### src/rtl/instr_encoder.sv
// instr_encoder
//   Packs decoded instruction fields into 16-bit instruction words, buffers them
//   in a small FIFO and presents each word with an auto-incrementing imem
//   write address.
//
//   Optional build macro: INSTR_ENC_PARITY_EN adds an even-parity bit per entry
//   and the parity_o output port.
//
// Ports:
//   clk, rst_n       clock, synchronous active-low reset
//   flush            synchronous clear (FIFO emptied, address reloaded, error cleared)
//   in_valid         field tuple valid          in_ready_o  encoder can accept tuple
//   op, rd, rs1_addr, rs2_addr, func4, func2, imm   instruction fields
//   out_valid_o      word available             out_ready   consumer takes word
//   instr_o          encoded word at FIFO head  addr_o      imem address for instr_o
//   err_o            sticky rejected-tuple flag count_o     FIFO occupancy
//   parity_o         (INSTR_ENC_PARITY_EN only) even parity of instr_o
module instr_encoder #(
    parameter int unsigned       FIFO_DEPTH = 2,
    parameter int unsigned       ADDR_W     = 8,
    parameter logic [ADDR_W-1:0] BASE_ADDR  = '0
) (
    input  logic                          clk,
    input  logic                          rst_n,
    input  logic                          flush,
    input  logic                          in_valid,
    output logic                          in_ready_o,
    input  logic [2:0]                    op,
    input  logic [2:0]                    rd,
    input  logic [2:0]                    rs1_addr,
    input  logic [2:0]                    rs2_addr,
    input  logic [3:0]                    func4,
    input  logic [2:0]                    func2,
    input  logic [5:0]                    imm,
    output logic                          out_valid_o,
    input  logic                          out_ready,
    output logic [15:0]                   instr_o,
    output logic [ADDR_W-1:0]             addr_o,
    output logic                          err_o,
    output logic [$clog2(FIFO_DEPTH):0]   count_o
`ifdef INSTR_ENC_PARITY_EN
    ,
    output logic                          parity_o
`endif
);

    localparam int unsigned PW = $clog2(FIFO_DEPTH);
    localparam int unsigned CW = PW + 1;
`ifdef INSTR_ENC_PARITY_EN
    localparam int unsigned DW = 17;
`else
    localparam int unsigned DW = 16;
`endif

    typedef enum logic [2:0] {
        R_OP = 3'd0,
        I_OP = 3'd1,
        L_OP = 3'd2,
        S_OP = 3'd3,
        B_OP = 3'd4,
        J_OP = 3'd5
    } opcode_t;

    logic [DW-1:0]     mem [FIFO_DEPTH];
    logic [PW-1:0]     wr_ptr;
    logic [PW-1:0]     rd_ptr;
    logic [CW-1:0]     count;
    logic [ADDR_W-1:0] addr;
    logic              err;

    logic [15:0]       enc;
    logic [DW-1:0]     wdata;
    logic              legal;
    logic              imm_ok;
    logic              take;
    logic              push;
    logic              pop;
    logic              clr;

    // Field packing and legality check
    always_comb begin
        enc    = '0;
        legal  = 1'b0;
        imm_ok = (imm[5:3] == 3'b000) || (imm[5:3] == 3'b111);
        case (opcode_t'(op))
            R_OP: begin
                enc   = {func4, rs2_addr, rs1_addr, rd, op};
                legal = 1'b1;
            end
            I_OP, L_OP: begin
                enc   = {imm[3:0], func2, rs1_addr, rd, op};
                legal = imm_ok;
            end
            S_OP, B_OP: begin
                enc   = {imm[3:0], func2, rs1_addr, rs2_addr, op};
                legal = imm_ok;
            end
            J_OP: begin
                enc   = {imm, 4'b0000, rd, op};
                legal = 1'b1;
            end
            default: begin
                enc   = '0;
                legal = 1'b0;
            end
        endcase
    end

`ifdef INSTR_ENC_PARITY_EN
    assign wdata = {^enc, enc};
`else
    assign wdata = enc;
`endif

    // in_ready_o comes straight from the registered count, so a pop never
    // frees a slot for a push in the same cycle.
    assign in_ready_o  = (count < CW'(FIFO_DEPTH));
    assign out_valid_o = (count != '0);
    assign clr         = !rst_n || flush;
    assign take        = in_valid && in_ready_o && !clr;
    assign push        = take && legal;
    assign pop         = out_valid_o && out_ready && !clr;

    always_ff @(posedge clk) begin
        if (clr) begin
            wr_ptr <= '0;
            rd_ptr <= '0;
            count  <= '0;
            addr   <= BASE_ADDR;
            err    <= 1'b0;
        end else begin
            if (push) begin
                wr_ptr <= wr_ptr + PW'(1);
            end
            if (pop) begin
                rd_ptr <= rd_ptr + PW'(1);
                addr   <= addr + ADDR_W'(1);
            end
            case ({push, pop})
                2'b10:   count <= count + CW'(1);
                2'b01:   count <= count - CW'(1);
                default: count <= count;
            endcase
            if (take && !legal) begin
                err <= 1'b1;
            end
        end
    end

    // Storage needs no reset; entries are only read while counted as valid.
    always_ff @(posedge clk) begin
        if (push) begin
            mem[wr_ptr] <= wdata;
        end
    end

    assign instr_o = out_valid_o ? mem[rd_ptr][15:0] : '0;
    assign addr_o  = addr;
    assign err_o   = err;
    assign count_o = count;
`ifdef INSTR_ENC_PARITY_EN
    assign parity_o = out_valid_o ? mem[rd_ptr][16] : 1'b0;
`endif

endmodule

### config.mk
export PLATFORM = sky130hd
export DESIGN_NAME = instr_encoder
export DESIGN_NICKNAME = d
export VERILOG_FILES = /design/src/rtl/instr_encoder.sv
export SDC_FILE = /design/constraint.sdc
export NUM_CORES = 1
export LEC_CHECK = 0
export ABC_AREA = 0
export BUFFER_PORTS_ARGS = -buffer_cell sky130_fd_sc_hd__buf_4
export CAP_MARGIN = 20
export CELL_PAD_IN_SITES_DETAIL_PLACEMENT = 0
export CELL_PAD_IN_SITES_GLOBAL_PLACEMENT = 2
export CORE_MARGIN = 1.5
export CORE_UTILIZATION = 33
export DETAILED_ROUTE_END_ITERATION = 7
export PLACE_DENSITY = 0.89
export SLEW_MARGIN = 30
export SYNTH_ARGS = -nofsm -noshare
export SYNTH_HDL_FRONTEND = slang
export SYNTH_SLANG_ARGS = --single-unit
### constraint.sdc
create_clock -name clk -period 2.4 [get_ports clk]
set_clock_uncertainty 0.1 [all_clocks]
set_input_delay 0.36 -clock clk [delete_from_list [all_inputs] [get_ports clk]]
set_output_delay 0.36 -clock clk [all_outputs]
set_load 0.05 [all_outputs]
### Word-level counts from Yosys, hierarchy flattened

Memory sizes are Yosys's and may differ from the RTL's. A register that Yosys moved wholly into a read port is not among the register bits.
Cells that the tools add are included.

| operators by class | value |
|---|---|
| add/sub/neg operators | 5 |
| $mul | 0 |
| div/mod/pow operators | 0 |
| $lt $le $gt $ge | 1 |
| equality and inequality tests | 8 |
| shift-type cells | 0 |
| muxes and demuxes | 8 |
| bitwise gates (word level) | 0 |
| reductions and logical operators | 19 |

Operators by type and width:

| kind | count |
|---|---|
| case mux 16 bit (4 select lines) | 1 |
| 2-to-1 mux 16 bit | 1 |
| == test 3 bit, second input constant | 3 |
| adder 8 x 1 -> 8 bit, second input constant | 1 |
| == test 3 x 2 -> 1 bit, second input constant | 2 |
| logical AND 1 bit | 6 |
| zero test 3 bit | 2 |
| OR reduction 2 bit | 3 |
| 2-to-1 mux 1 bit | 4 |
| case mux 2 bit (2 select lines) | 1 |
| nonzero test 2 bit | 2 |
| OR reduction 4 bit | 1 |
| == test 3 x 1 -> 1 bit, second input constant | 1 |
| zero test 1 bit | 3 |
| adder 1 bit, second input constant | 2 |
| adder 2 x 1 -> 2 bit, second input constant | 1 |
| == test 2 x 1 -> 1 bit, second input constant | 1 |
| == test 2 bit, second input constant | 1 |
| logical OR 1 bit | 2 |
| < comparator 2 bit, second input constant | 1 |
| case mux 1 bit (2 select lines) | 1 |
| subtractor 2 x 1 -> 2 bit, second input constant | 1 |

| storage, ports and cells | value |
|---|---|
| bits in registers | 13 |
| latch bits | 0 |
| RAM bits | 32 |
| ROM bits | 0 |
| bits of input ports | 30 |
| output and inout bits | 29 |
| logic and storage cells | 47 |
| memories | 1 |

Memory list:

| name | words | bits a word | read ports | clocked after Yosys merged registers in | wr ports | line | source |
|---|---|---|---|---|---|---|---|
| mem | 2 | 16 | 1 | 1 | 1 | 64 | `logic [DW-1:0] mem [FIFO_DEPTH];` |

### Logic depth before layout (Yosys ltp)

Gate-level depths: netlist (run 1).

| logic depth | value |
|---|---|
| depth in word-level cells | 7 |
| depth in mapped cells | 9 |
| mapped depth without buffers | 8 |

### Worst setup path after synthesis (run 1)

OpenSTA, ideal clock, no wires.

| timing | value |
|---|---|
| kind | register -> output |
| from | reg count[0], in the netlist count_o[0] |
| to | out instr_o[10] |
| arrival | 1896 ps |
| setup slack | 44 ps |
| cell stages (with the launch flop) | 5 |
| path buffers | 2 |
| cell sequence | dfxtp_1 buf_2 nor2_1 clkbuf_1 nor2_1 |

| between the ends | value |
|---|---|
| word-level cells in the longest chain between the ends | 2 |

Ends and longest elaborated chain:

| item | line | source |
|---|---|---|
| start, declared | 67 | `logic [CW-1:0] count;` |
| start signal, assigned | 140 | `2'b10: count <= count + CW'(1);` |
| start signal, assigned | 141 | `2'b01: count <= count - CW'(1);` |
| start signal, assigned | 142 | `default: count <= count;` |
| nonzero test 2 bit | 118 | `assign out_valid_o = (count != '0);` |
| 2-to-1 mux 16 bit | 157 | `assign instr_o = out_valid_o ? mem[rd_ptr][15:0] : '0;` |
| end, declared | 37 | `output logic [15:0] instr_o,` |

No other way between the ends.

### Final worst setup path (run 1)

| timing | value |
|---|---|
| from | in op[2] |
| to | reg count[1], in the netlist count_o[1] |

| between the ends | value |
|---|---|
| word-level cells in the longest chain between the ends | 6 |

Ends and longest elaborated chain:

| item | line | source |
|---|---|---|
| start, declared | 28 | `input logic [2:0] op,` |
| == test 3 x 2 -> 1 bit, or another cell as far along | 85 | `case (opcode_t'(op))` |
| OR reduction 4 bit (no source line) or OR reduction 2 bit (tied branches) | - |  |
| case mux 1 bit (2 select lines) * | 85 |  |
| logical AND 1 bit * | 121 | `assign push = take && legal;` |
| == test 2 x 1 -> 1 bit or == test 2 bit (tied branches) | 139 | `case ({push, pop})` |
| case mux 2 bit (2 select lines) or nonzero test 2 bit (tied branches) | - |  |

Mark *: on every way between the ends. The rest lies on a longest branch, timed or not.
A chain may end at the register's enable or synchronous reset.

==> impl_metrics.env, run 1 <==
export IMPL_outcome="complete, no violations"
export IMPL_start_kind="input port"
export IMPL_placed_cells=344
export IMPL_fin_crit_ns=1.97
export IMPL_critPathTopFamily="simple AND/OR/NAND/NOR gates"
export IMPL_route_detailed_drc=0
export IMPL_synth_cell_types=38
export IMPL_area_delta_synth_final_pct=28.1
export IMPL_slew_violations=0
export IMPL_placementRows=30
export IMPL_crit_required_ns=2.52
export IMPL_max_slew_worst_pin_slew_ns=0.406
export IMPL_synth_area_sq_mm=0.00229
export IMPL_grt_max_degree=28
export IMPL_antenna_found_initial=0
export IMPL_vdd_drop_max_mv=0.249
export IMPL_path_cells="buf_4 > nor2b_1 > or3_4 > a21oi_4 > nand2_1 > ha_1 > or3_1 > a21oi_1"
export IMPL_clk_latency_ns=0.29
export IMPL_htreeDepth=2
export IMPL_setup_viol=0
export IMPL_syn_nets=241
export IMPL_fin_area_sq_mm=0.00294
export IMPL_final_layout_size_suffix_gt1_share_pct=29.0
export IMPL_tns_ns=0
export IMPL_cts_root_buf="clkbuf_8"
export IMPL_critPathSlowestCell="or3_4"
export IMPL_core_area_sq_mm=0.00676
export IMPL_grt_overflow_total=0
export IMPL_power_leakage_nw=1.10
export IMPL_vias_per_cell=4.81
export IMPL_dp_hpwl_microns=3360
export IMPL_synth_warnings=0
export IMPL_fmax_mhz=507
export IMPL_hold_viol_final=0
export IMPL_fp_dieH_microns=86.3
export IMPL_dieArea_sq_mm=0.00745
export IMPL_drtAntennaViolNets=0
export IMPL_vias=1693
export IMPL_rsz0062_at_grt="false"
export IMPL_clk_pin_slew_ns=0.08
export IMPL_synth_area_per_cell_sq_um=11.0
export IMPL_cts_tree="yes"
export IMPL_postCtsHoldBufs=0
export IMPL_post_place_ws_ns=0.118
export IMPL_routed_wl_microns=4520
export IMPL_synthCells=209
export IMPL_hold_path_class="input port to flip-flop"
export IMPL_cts_buffer_depth=2
export IMPL_ios=59
export IMPL_cp_depth=8
export IMPL_postLayoutCoreUtil_pct=43.4
export IMPL_grt_pass1_vias=1522
export IMPL_maxCapViolCount=0
export IMPL_post_cts_resize_count=0
export IMPL_start_util_pct=33.9
export IMPL_firstDrtPassIters=4
export IMPL_post_cts_setup_buffer_count=0
export IMPL_nNetsFinal=303
export IMPL_crit_type="input port to flip-flop"
export IMPL_endpoint_kind="flip-flop"
export IMPL_cp_max_fo=4
export IMPL_grtUsageTotal_pct=12.6
export IMPL_clock_sinks=46
export IMPL_drtIter0Drc=117
export IMPL_diodes=0
export IMPL_max_slew_margin_pct=72.8
export IMPL_slowest_delay_ns=0.38
export IMPL_reg2reg_depth=7
export IMPL_seq_area_frac_synth_pct=54.2
export IMPL_routedWlPerCell_microns=12.8
export IMPL_post_route_period_util_pct=82.2
export IMPL_powerDensity_mw_per_mm2=514
export IMPL_dpl_cell_area_sq_mm=0.00284
export IMPL_path_buf_inv=1
export IMPL_die_x_microns=86.3
export IMPL_port_buffers=58
export IMPL_numCtsBuffers=5
export IMPL_n_fill_cell=679
export IMPL_fin_cells=352
export IMPL_gp_congestion=0.715
export IMPL_grt_pass1_wl_microns=7300
export IMPL_postLayoutSetupSlackWorst_ns=0.426
export IMPL_whs_ns=0.263
export IMPL_r2r_slack_ns=0.58
export IMPL_worstPathArrival_ns=2.10
export IMPL_ys_ff_latch=46
export IMPL_hold_depth=3
export IMPL_p_total_mw=1.51
## worst paths after layout
path,startpoint,to
worst max-delay path,op[2],count_o[1]$_SDFFE_PP0P_
worst min-delay path,in_valid,err_o$_SDFFE_PP0P_
worst max register to register,count_o[1]$_SDFFE_PP0P_,count_o[1]$_SDFFE_PP0P_
worst min register to register,wr_ptr$_SDFFE_PP0P_,wr_ptr$_SDFFE_PP0P_
## cell usage after synthesis, drive strengths merged
master | instances | area [sq um]
xor2 | 2 | 17.5
nor4 | 1 | 12.5
xnor2 | 6 | 52.6
nor3 | 3 | 15.0
nor2 | 28 | 105
a41oi | 1 | 8.76
o21ai | 6 | 33.8
a32o | 4 | 40.0
nor2b | 8 | 57.6
a21oi | 9 | 56.3
or2 | 1 | 6.26
inv | 3 | 11.3
nand3 | 3 | 15.0
nand3b | 1 | 7.51
and2 | 4 | 25.0
nand2b | 8 | 50.1
clkbuf | 5 | 18.8
a31oi | 3 | 18.8
a221oi | 2 | 17.5
nand2 | 16 | 60.1
a22oi | 3 | 22.5
o21a | 1 | 7.51
mux2i | 24 | 240
or3 | 4 | 30.0
buf | 7 | 43.8
edfxtp | 32 | 961
and2b | 1 | 7.51
dfxtp | 14 | 280
and3 | 4 | 25.0
ha | 2 | 25.0
o22ai | 3 | 18.8
## logic make-up after synthesis
logic type / count (synthesis) / synth area share, %
simple gates: 82 / 18.2
flops: 46 / 54.2
compound gates: 32 / 9.78
mux: 24 / 10.5
buf+inv: 15 / 3.22
xor+xnor: 8 / 3.06
fa+ha+maj: 2 / 1.09
## where the power goes
part / switching [mW] / internal [mW] / leakage, nW
combinational: 0.0910 / 0.0846 / 0.651
clock: 0.237 / 0.232 / 0.0482
sequential: 0.00274 / 0.861 / 0.404
## cells in the final DEF (no fill, tap or decap), types with 2 or more instances in the layout
master / instances
and2_1: 4
nor2b_1: 7
or3_1: 3
inv_1: 3
dfxtp_1: 14
nor2_1: 28
buf_4: 66
a32o_1: 4
o21ai_0: 3
ha_1: 2
edfxtp_1: 32
a31oi_1: 3
xor2_1: 2
nand2b_1: 8
xnor2_1: 6
nand3_1: 3
clkbuf_8: 6
nor3_1: 3
a21oi_1: 8
o21ai_1: 2
nand2_1: 16
and3_1: 4
a221oi_1: 2
a22oi_1: 3
o22ai_1: 3
mux2i_1: 24
## routing by layer
metal	wire length [microns]	track usage [%]	vias to the layer above
li1	-	-	874
met1	1960	16.4	771
met2	2250	20.7	42
met3	242	3.05	6
met4	64	3.96	0
met5	0	0	-
## flip-flops by register name, summed over array words and instances, names as in the netlist, named ones only
signal	count
addr_o	8
count_o	2
err_o	1
mem	32
rd_ptr	1
wr_ptr	1
## tightest hold or removal path, stage by stage
cell	delay, ns
buf_4	0.08
a41oi_1	0.09
nor2_1	0.08
## area by class of cell
cell class | instances | area, sq um | area share (%)
sequential | 46 | 1240 | 42.3
multi-input combinational | 148 | 976 | 33.2
timing repair buffer | 67 | 515 | 17.6
tap | 80 | 100 | 3.41
clock buffer | 7 | 86.3 | 2.94
inverter | 3 | 11.3 | 0.384
clock inverter | 1 | 5.00 | 0.171
Power figures use the tool's default switching activity.
==> run 2: changes to the inputs <==
==> constraint.sdc (replaced) <==
create_clock -name clk -period 2 [get_ports clk]
set_clock_uncertainty 0.1 [all_clocks]
set_input_delay 0.3 -clock clk [delete_from_list [all_inputs] [get_ports clk]]
set_output_delay 0.3 -clock clk [all_outputs]
set_load 0.05 [all_outputs]
==> impl_metrics.env, run 2 (synthesis results as in run 1) <==
export IMPL_max_slew_worst_pin_slew_ns=0.456
export IMPL_cp_depth=5
export IMPL_hold_path_class="input port to flip-flop"
export IMPL_cp_max_fo=17
export IMPL_vias=1777
export IMPL_largest_register_ffs=32
export IMPL_whs_ns=0.195
export IMPL_core_area_sq_mm=0.00676
export IMPL_grt_max_degree=19
export IMPL_route_detailed_drc=0
export IMPL_post_cts_setup_buffer_count=0
export IMPL_routedWlPerCell_microns=13.2
export IMPL_powerDensity_mw_per_mm2=633
export IMPL_postCtsHoldBufs=0
export IMPL_drtAntennaViolNets=0
export IMPL_ios=59
export IMPL_mostFrequentLayoutCells="buf_4, edfxtp_1, mux2i_1"
export IMPL_grt_pass1_wl_microns=7800
export IMPL_hold_depth=3
export IMPL_nNetsFinal=310
export IMPL_worstPathArrival_ns=1.47
export IMPL_clk_pin_slew_ns=0.08
export IMPL_antenna_found_initial=0
export IMPL_drtIter0Drc=85
export IMPL_numCtsBuffers=5
export IMPL_clk_latency_ns=0.29
export IMPL_setup_viol=0
export IMPL_min_from="in_valid"
export IMPL_critPathSlowestCell="dfxtp_1"
export IMPL_diodes=0
export IMPL_regMostFlops="mem"
export IMPL_firstDrtPassIters=4
export IMPL_post_cts_resize_count=0
export IMPL_fin_crit_ns=1.87
export IMPL_crit_required_ns=1.60
export IMPL_n_fill_cell=669
export IMPL_reg2reg_depth=5
export IMPL_vdd_drop_max_mv=0.246
export IMPL_outcome="complete, no violations"
export IMPL_fp_dieH_microns=86.3
export IMPL_crit_type="flip-flop to output pin"
export IMPL_routed_wl_microns=4760
export IMPL_critPathMostFrequentCell="buf_4"
export IMPL_endpoint_kind="output pin"
export IMPL_power_leakage_nw=1.14
export IMPL_min_to="err_o$_SDFFE_PP0P_"
export IMPL_htreeDepth=2
export IMPL_r2r_slack_ns=0.26
export IMPL_dp_hpwl_microns=3480
export IMPL_worstReg2RegStart="count_o[1]$_SDFFE_PP0P_"
export IMPL_gp_congestion=0.721
export IMPL_p_total_mw=1.94
export IMPL_rsz0062_at_grt="false"
export IMPL_reg2reg_to="count_o[1]$_SDFFE_PP0P_"
export IMPL_cts_root_buf="clkbuf_8"
export IMPL_cts_buffer_depth=2
export IMPL_maxCapViolCount=0
export IMPL_grt_overflow_total=0
export IMPL_placementRows=30
export IMPL_slew_violations=0
export IMPL_start_kind="flip-flop"
export IMPL_die_x_microns=86.3
export IMPL_area_delta_synth_final_pct=33.8
export IMPL_cts_tree="yes"
export IMPL_path_cells="buf_4 > nor2_2 > buf_4 > nor2_1 > buf_4"
export IMPL_post_place_ws_ns=-0.140
export IMPL_max_slew_margin_pct=69.5
export IMPL_port_buffers=58
export IMPL_start_util_pct=33.9
export IMPL_final_layout_size_suffix_gt1_share_pct=35.8
export IMPL_postLayoutSetupSlackWorst_ns=0.131
export IMPL_grtUsageTotal_pct=13.2
export IMPL_mostFrequentLayoutCell="buf_4"
export IMPL_path_buf_inv=3
export IMPL_hold_viol_final=0
export IMPL_vias_per_cell=4.95
export IMPL_clock_sinks=46
export IMPL_critPathTopFamily="buffers and inverters"
export IMPL_post_route_period_util_pct=93.4
export IMPL_slowest_delay_ns=0.33
export IMPL_dieArea_sq_mm=0.00745
export IMPL_grt_pass1_vias=1639
export IMPL_fmax_mhz=535
[run 2: area by class of cell]
cell class	instances	area, sq um	share of cell area (%)
Clock buffer	6	72.6	2.37
Clock inverter	2	37.5	1.22
Sequential cell	46	1240	40.5
Tap cell	80	100	3.27
Multi-Input combinational cell	148	1020	33.3
Inverter	3	11.3	0.367
Timing Repair Buffer	74	581	18.9
[run 2: per-stage QoR]
stage	util (%)	TNS [ns]	area [sq um]	cells
finish	45.4	0	3070	359
CTS	45.4	0	3070	359
global placement	43.7	-0.121	2960	351
detailed placement	43.7	-0.177	2960	351
floorplan	-	-1.53	2340	209
global route	45.4	0	3070	359
[run 2: worst max path at each step]
| stage | start | end | slack, ns |
|---|---|---|---|
| 2_1_floorplan | count_o[1]$_SDFFE_PP0P_ | count_o[1]$_SDFFE_PP0P_ | -0.15 |
| 3_3_place_gp | op[2] | count_o[1]$_SDFFE_PP0P_ | -0.11 |
| 3_5_place_dp | op[2] | count_o[1]$_SDFFE_PP0P_ | -0.14 |
| 4_1_cts | count_o[0]$_SDFFE_PP0P_ | instr_o[15] | 0.09 |
| 5_1_grt | count_o[0]$_SDFFE_PP0P_ | instr_o[15] | 0.03 |
| 6_report | count_o[0]$_SDFFE_PP0P_ | instr_o[15] | 0.13 |
[run 2: per-layer routing]
layer	track usage, %	vias to the layer above	wire, microns
met5	0	-	0
met4	3.52	0	23
met3	2.48	2	162
met2	21.7	35	2340
met1	18.0	851	2230
li1	-	889	-
[run 2: worst reg2reg max path, delay by kind of cell, from the launching register on]
family | cells | cell delay, ns
and+or+nand+nor | 2 | 0.42
DFF | 1 | 0.37
AOI/OAI and AO/OA | 2 | 0.49
adders and majority gates | 1 | 0.29
[run 2: report_power, final]
group / switching (mW) / leakage (nW) / internal, mW
clock: 0.304 / 0.0514 / 0.373
sequential: 0.00310 / 0.404 / 1.03
combinational: 0.115 / 0.686 / 0.111
total: 0.422 / 1.14 / 1.52
